<file path="src/rtl/pre_if_stage_pkg.sv">
// pre_if_stage_pkg: shared definitions for the pre-IF fetch stage.
//   pfs_state_e     - fetch FSM states (S_IDLE / S_REQ / S_HOLD)
//   PFS_RESET_PC    - first fetch address after reset
//   PFS_EXCP_ENTRY  - exception handler entry
//   SRAM_SIZE_WORD  - SRAM size code for a 32-bit access
//   pick_redirect   - redirect target priority: excp > eret > branch
package pre_if_stage_pkg;

    typedef enum logic [1:0] {
        S_IDLE = 2'd0,
        S_REQ  = 2'd1,
        S_HOLD = 2'd2
    } pfs_state_e;

    localparam logic [31:0] PFS_RESET_PC   = 32'hbfc00000;
    localparam logic [31:0] PFS_EXCP_ENTRY = 32'hbfc00380;
    localparam logic [1:0]  SRAM_SIZE_WORD = 2'b10;

    function automatic logic [31:0] pick_redirect(
        input logic        excp,
        input logic        eret,
        input logic [31:0] excp_entry,
        input logic [31:0] epc,
        input logic [31:0] br_target
    );
        if (excp)
            return excp_entry;
        else if (eret)
            return epc;
        else
            return br_target;
    endfunction

endpackage

</file>
<file path="src/rtl/pre_if_stage_redirect_buf.sv">
// pfs_redirect_buf: redirect priority mux plus the pending-target register.
// Ports:
//   clk, reset            - clock, synchronous active-high reset
//   excp_flush/eret_flush - flush pulses from WB
//   br_taken/br_target    - branch redirect from ID
//   cp0_epc               - eret target
//   take_new              - the incoming redirect is loaded into pc this cycle
//   take_pend             - the stored pending target is loaded into pc this cycle
//   redirect              - a redirect is being captured this cycle
//   flush                 - the captured redirect is a flush (excp or eret)
//   redirect_target       - winning target of this cycle
//   pend_valid/pend_target- stored redirect awaiting use
module pfs_redirect_buf import pre_if_stage_pkg::*; #(
    parameter logic [31:0] EXCP_ENTRY = PFS_EXCP_ENTRY
) (
    input  logic        clk,
    input  logic        reset,
    input  logic        excp_flush,
    input  logic        eret_flush,
    input  logic        br_taken,
    input  logic [31:0] br_target,
    input  logic [31:0] cp0_epc,
    input  logic        take_new,
    input  logic        take_pend,
    output logic        redirect,
    output logic        flush,
    output logic [31:0] redirect_target,
    output logic        pend_valid,
    output logic [31:0] pend_target
);

    logic pend_flush;

    // A branch arriving after a flush is wrong-path and must not overwrite
    // the pending flush target.
    always_comb begin
        flush           = excp_flush | eret_flush;
        redirect        = flush | (br_taken & ~(pend_valid & pend_flush));
        redirect_target = pick_redirect(excp_flush, eret_flush, EXCP_ENTRY,
                                        cp0_epc, br_target);
    end

    always_ff @(posedge clk) begin
        if (reset) begin
            pend_valid  <= 1'b0;
            pend_flush  <= 1'b0;
            pend_target <= '0;
        end else if (redirect && !take_new) begin
            pend_valid  <= 1'b1;
            pend_flush  <= flush;
            pend_target <= redirect_target;
        end else if (take_new || take_pend) begin
            pend_valid  <= 1'b0;
            pend_flush  <= 1'b0;
        end
    end

endmodule

</file>
<file path="src/rtl/pre_if_stage.sv">
// pre_if_stage: pre-IF stage of the 5-stage MIPS core. Owns the fetch PC,
// issues requests on the SRAM-like instruction bus and hands accepted PCs
// to if_stage.
// Ports:
//   clk, reset                 - clock, synchronous active-high reset
//   fs_allowin                 - IF can take a PC this cycle
//   br_stall                   - ID branch operands not ready; blocks new requests
//   br_taken, br_target        - branch redirect (delay slot already issued)
//   excp_flush, eret_flush     - flush pulses from WB
//   cp0_epc                    - eret target
//   inst_sram_req/wr/size/addr - instruction bus request (wr=0, size=word)
//   inst_sram_addr_ok          - request accepted
//   to_fs_valid, to_fs_pc      - PC handoff to IF
//   to_fs_excp                 - AdEL flag for the handed PC
//   fs_discard                 - IF drops the next data_ok beat
// Build option: PFS_ADEL_CHECK_EN enables the misaligned-PC (AdEL) check;
// without it to_fs_excp is tied 0 and every PC is requested.
module pre_if_stage import pre_if_stage_pkg::*; #(
    parameter logic [31:0] RESET_PC   = PFS_RESET_PC,
    parameter logic [31:0] EXCP_ENTRY = PFS_EXCP_ENTRY
) (
    input  logic        clk,
    input  logic        reset,
    input  logic        fs_allowin,
    input  logic        br_stall,
    input  logic        br_taken,
    input  logic [31:0] br_target,
    input  logic        excp_flush,
    input  logic        eret_flush,
    input  logic [31:0] cp0_epc,
    output logic        inst_sram_req,
    output logic        inst_sram_wr,
    output logic [1:0]  inst_sram_size,
    output logic [31:0] inst_sram_addr,
    input  logic        inst_sram_addr_ok,
    output logic        to_fs_valid,
    output logic [31:0] to_fs_pc,
    output logic        to_fs_excp,
    output logic        fs_discard
);

    pfs_state_e  state, state_next;
    logic [31:0] pc, pc_d, hold_pc;
    logic        pc_load, hold_load;
    logic        cancel, cancel_d;
    logic        take_new, take_pend;
    logic        misaligned;
    logic        redirect, flush;
    logic [31:0] redirect_target;
    logic        pend_valid;
    logic [31:0] pend_target;

`ifdef PFS_ADEL_CHECK_EN
    logic adel, adel_d;
    assign misaligned = (state == S_REQ) && (pc[1:0] != 2'b00);
`else
    assign misaligned = 1'b0;
`endif

    pfs_redirect_buf #(
        .EXCP_ENTRY (EXCP_ENTRY)
    ) u_redirect_buf (
        .clk             (clk),
        .reset           (reset),
        .excp_flush      (excp_flush),
        .eret_flush      (eret_flush),
        .br_taken        (br_taken),
        .br_target       (br_target),
        .cp0_epc         (cp0_epc),
        .take_new        (take_new),
        .take_pend       (take_pend),
        .redirect        (redirect),
        .flush           (flush),
        .redirect_target (redirect_target),
        .pend_valid      (pend_valid),
        .pend_target     (pend_target)
    );

    // State register
    always_ff @(posedge clk) begin
        if (reset)
            state <= S_IDLE;
        else
            state <= state_next;
    end

    // Next-state and datapath control
    always_comb begin
        state_next = state;
        pc_load    = 1'b0;
        pc_d       = pc;
        hold_load  = 1'b0;
        cancel_d   = cancel;
        take_new   = 1'b0;
        take_pend  = 1'b0;
`ifdef PFS_ADEL_CHECK_EN
        adel_d     = adel;
`endif
        case (state)
            S_IDLE: begin
                // Nothing in flight: any redirect goes straight into pc.
                if (redirect) begin
                    pc_load  = 1'b1;
                    pc_d     = redirect_target;
                    take_new = 1'b1;
                end else if (pend_valid) begin
                    pc_load   = 1'b1;
                    pc_d      = pend_target;
                    take_pend = 1'b1;
                end
                if (!br_stall)
                    state_next = S_REQ;
            end
            S_REQ: begin
                if (misaligned) begin
                    // No bus request exists, so a flush simply retargets pc.
                    if (flush) begin
                        pc_load  = 1'b1;
                        pc_d     = redirect_target;
                        take_new = 1'b1;
                    end else begin
                        hold_load  = 1'b1;
                        state_next = S_HOLD;
`ifdef PFS_ADEL_CHECK_EN
                        adel_d     = 1'b1;
`endif
                    end
                end else if (inst_sram_addr_ok) begin
                    if (flush || cancel) begin
                        // Accepted request is stale; a same-cycle flush
                        // supersedes any older pending target.
                        cancel_d = 1'b0;
                        pc_load  = 1'b1;
                        if (flush) begin
                            pc_d     = redirect_target;
                            take_new = 1'b1;
                        end else begin
                            pc_d      = pend_target;
                            take_pend = 1'b1;
                        end
                        state_next = br_stall ? S_IDLE : S_REQ;
                    end else begin
                        hold_load  = 1'b1;
                        state_next = S_HOLD;
                    end
                end else if (flush) begin
                    cancel_d = 1'b1;
                end
            end
            S_HOLD: begin
                if (flush) begin
                    pc_load    = 1'b1;
                    pc_d       = redirect_target;
                    take_new   = 1'b1;
                    state_next = S_REQ;
`ifdef PFS_ADEL_CHECK_EN
                    adel_d     = 1'b0;
`endif
                end else if (fs_allowin) begin
                    // A branch arriving on the handoff cycle is bypassed so
                    // the PC after the delay slot is never fetched.
                    pc_load = 1'b1;
                    if (redirect) begin
                        pc_d     = redirect_target;
                        take_new = 1'b1;
                    end else if (pend_valid) begin
                        pc_d      = pend_target;
                        take_pend = 1'b1;
                    end else begin
                        pc_d = pc + 32'd4;
                    end
                    state_next = br_stall ? S_IDLE : S_REQ;
`ifdef PFS_ADEL_CHECK_EN
                    adel_d     = 1'b0;
`endif
                end
            end
            default: state_next = S_IDLE;
        endcase
    end

    // Outputs
    always_comb begin
        inst_sram_req  = (state == S_REQ) && !misaligned;
        inst_sram_wr   = 1'b0;
        inst_sram_size = SRAM_SIZE_WORD;
        inst_sram_addr = inst_sram_req ? pc : '0;
        fs_discard     = inst_sram_req && inst_sram_addr_ok && (cancel || flush);
        to_fs_valid    = (state == S_HOLD) && !flush;
        to_fs_pc       = hold_pc;
`ifdef PFS_ADEL_CHECK_EN
        to_fs_excp     = to_fs_valid && adel;
`else
        to_fs_excp     = 1'b0;
`endif
    end

    // Datapath registers
    always_ff @(posedge clk) begin
        if (reset) begin
            pc      <= RESET_PC;
            hold_pc <= RESET_PC;
            cancel  <= 1'b0;
        end else begin
            if (pc_load)
                pc <= pc_d;
            if (hold_load)
                hold_pc <= pc;
            cancel <= cancel_d;
        end
    end

`ifdef PFS_ADEL_CHECK_EN
    always_ff @(posedge clk) begin
        if (reset)
            adel <= 1'b0;
        else
            adel <= adel_d;
    end
`endif

endmodule

</file>
<file path="config.mk">
export PLATFORM = sky130hd
export DESIGN_NAME = pre_if_stage
export DESIGN_NICKNAME = d
export VERILOG_FILES = /design/src/rtl/pre_if_stage_pkg.sv /design/src/rtl/pre_if_stage_redirect_buf.sv /design/src/rtl/pre_if_stage.sv
export SDC_FILE = /design/constraint.sdc
export NUM_CORES = 1
export LEC_CHECK = 0
export BUFFER_PORTS_ARGS = -buffer_cell sky130_fd_sc_hd__buf_4
export CORE_ASPECT_RATIO = 0.6
export CORE_MARGIN = 4
export CORE_UTILIZATION = 50
export DETAILED_ROUTE_END_ITERATION = 10
export PLACE_DENSITY_LB_ADDON = 0.08
export SYNTH_ARGS = -nofsm -noshare
export SYNTH_HDL_FRONTEND = slang
export SYNTH_HIERARCHICAL = 1
export SYNTH_SLANG_ARGS = --single-unit
</file>
<file path="constraint.sdc">
create_clock -name clk -period 5.3 [get_ports clk]
set_input_delay 0.53 -clock clk [delete_from_list [all_inputs] [get_ports clk]]
set_output_delay 0.53 -clock clk [all_outputs]
set_load 0.005 [all_outputs]
</file>
==> flow_summary.ini <==
[final_layout]
layout-drive-gt1-share_pct = 21.7
final_cell_mix = buf_4, nand2_1, dfxtp_1
regArea_um2 = 2020
fillers = 1388
fin_cells = 1240
area_delta_synth_final_pct = 15.0
final_common_cell = buf_4
num_antenna_cells = 0
fin_util_pct = 59.5
nets = 1114
final_cell_area_um2 = 8710
multi_input_area_um2 = 4850

[clocking]
cts-buffers-inserted = 9
cts_root_buf = clkbuf_16
clock-sinks = 101
cts_tree = built
post_cts_buffers = 0
clock_latency_ns = 0.36
cts_resized = 0
clk_pin_slew_ns = 0.07
clockBufferDepth = 2
hold_buffers = 0
htree_levels = 3

[yosys]
synth-seq-cells = 101
synth_top_flop_cell = dfxtp_1
synth_area_per_cell_um2 = 7.76
synth_cells = 975
synth_top_area_share_pct = 26.7
yosysSeqAreaShare_pct = 26.7
synth.cell_area_um2 = 7570
ys_warn_count = 6
synth.area.top_cells = dfxtp_1, mux2i_1, nand2_1, a21oi_1, o211ai_1
synth.distinct_cells = 80
yosysTopAreaCell = dfxtp_1
synthArstFlopShare_pct = 0
synth-edff-count = 0

[sta]
fin_skew_ns = 0.00953
fin_crit_ns = 3.45
timing.final.ws_setup_ns = 1.85
setup_violations = 0
worst_slew_pin_slew_ns = 1.20
rsz0062_at_grt = false
max_freq_mhz = 290
slew-limit-headroom_pct = 20.1
final-max-slew-violation-count = 0
setup_tns_ns = 0
period_share_pct = 65.1
final_hold_viol_count = 0

[global_route]
grt_pass1_vias = 7477
grt_antenna_before_repair = 0
grt_max_degree = 80
track_usage_pct = 27.1
grt_pass1_wl_um = 38900
gr-total-overflow = 0

[routing]
detail-route-antenna-nets = 0
routed_via_density = 6.37
vias = 7893
drtPass1Iterations = 5
drt-initial-drc-count = 779
drc = 0
routedWlPerCell_um = 19.2
wl_um = 23800

[die]
initial_core_util_pct = 51.7
dieWidth_um = 167
rows = 34
ioPinCount = 143
die_h_um = 103
fp.dieArea_um2 = 17200
coreArea_um2 = 14600

[place]
numPlacedInstances = 1224
detailed_place.area_um2 = 8420
post-place-ws_ns = 1.51
dp_hpwl_um = 16700
port_buffers = 138
gp_congestion = 0.870

[critical_path]
start_kind = input pin
worstSetupStartpoint = eret_flush
cp_data_arrival_time_ns = 3.73
r2r-start = u_redirect_buf/pend_valid
path_max_fanout = 48
worstSetupEndpointType = register
cp.required_ns = 5.58
crit_type = input pin to register

[run_status]
status = complete, no violations

[flow_run]
drv_cap = 0

[power_and_ir_drop]
leakage_nw = 3.44
vdd_drop_max_v = 0.000193
p_per_area_nw_per_um2 = 290

[min_path]
hp-class = input pin to register
min-delay-start = reset
## state kept, by name, indices dropped and copies added, names as in the netlist
| register | flops |
|---|---|
| cancel | 1 |
| u_redirect_buf/pend_flush | 1 |
| to_fs_pc | 32 |
| pc | 32 |
| state | 2 |
| u_redirect_buf/pend_target | 32 |
| u_redirect_buf/pend_valid | 1 |
## cells in the mapped netlist, types with 6 or more instances
cell and instances:
o221ai_1 12, nor2_1 56, nor3_1 10, buf_4 12
nand2_1 119, a211oi_1 28, o211ai_1 32, nand3_1 26
o32ai_1 6, inv_1 29, xor2_1 7, clkbuf_8 7
and2_1 30, buf_2 19, nor2b_1 18, dfxtp_1 101
mux2i_1 54, a2111o_1 20, o22ai_1 10, nand2b_1 6
a31oi_1 15, mux2_2 17, o21ai_0 36, a311oi_1 20
or4b_2 7, clkbuf_1 59, a22oi_1 6, nand4_1 16
a21oi_1 84
## kinds of logic after synthesis
logic type	synth area share, %
xor gates and xnor gates	1.16
AOI/OAI and AO/OA	31.0
DFF	26.7
and+or+nand+nor	21.1
adders and majority gates	0.827
other	0.0992
buffers and inverters	9.49
muxes	9.67
## area by class of cell
class,instances,share of cell area (%)
clock buffers,9,2.59
clock inverters,7,0.719
multi-input cells,737,55.7
inverters,30,1.29
well taps,198,2.85
repair buffers,158,13.6
flip-flops and latches,101,23.2
## path summary, 6_finish.rpt
| path | endpoint | slack [ns] | cells past startpoint |
|---|---|---|---|
| worst max-delay path | u_redirect_buf/pend_target[16] | 1.85 | 10 |
| worst max register to register | pc[10] | 1.96 | 8 |
| worst min register to register | to_fs_pc[9] | 0.46 | 2 |
| worst min-delay path | u_redirect_buf/pend_target[25] | 0.42 | 2 |
## through the flow
stage	hold slack [ns]	total power [W]
after floorplan	0.440	0.00160
after global routing	0.430	0.00266
final	0.424	0.00252
after global placement	0.446	0.00184
after CTS	0.417	0.00252
after detailed placement	0.448	0.00185
## critical path, stage by stage
cell and delay [ns]:
buf_4 0.46, nor2_2 0.19, buf_4 0.25, nand2_2 0.08, buf_4 0.48, nand2_1 0.14, a21oi_2 0.51, nand2b_1 0.73
o211ai_1 0.16, a21oi_1 0.18
## report_power, final
group	switching [W]	internal, W	total [W]
Clock	0.000341	0.000332	0.000673
Combinational	0.000496	0.000355	0.000851
Sequential	0.000146	0.000851	0.000997
Total	0.000983	0.00154	0.00252
## layer usage
| metal | share of wire, % | GRT usage (%) |
|---|---|---|
| met5 | 0 | 0 |
| met4 | 1.7 | 6.85 |
| met3 | 7.2 | 4.82 |
| met2 | 45 | 44.6 |
| met1 | 46 | 37.5 |
Note: power is estimated with default switching activity, not from simulation.
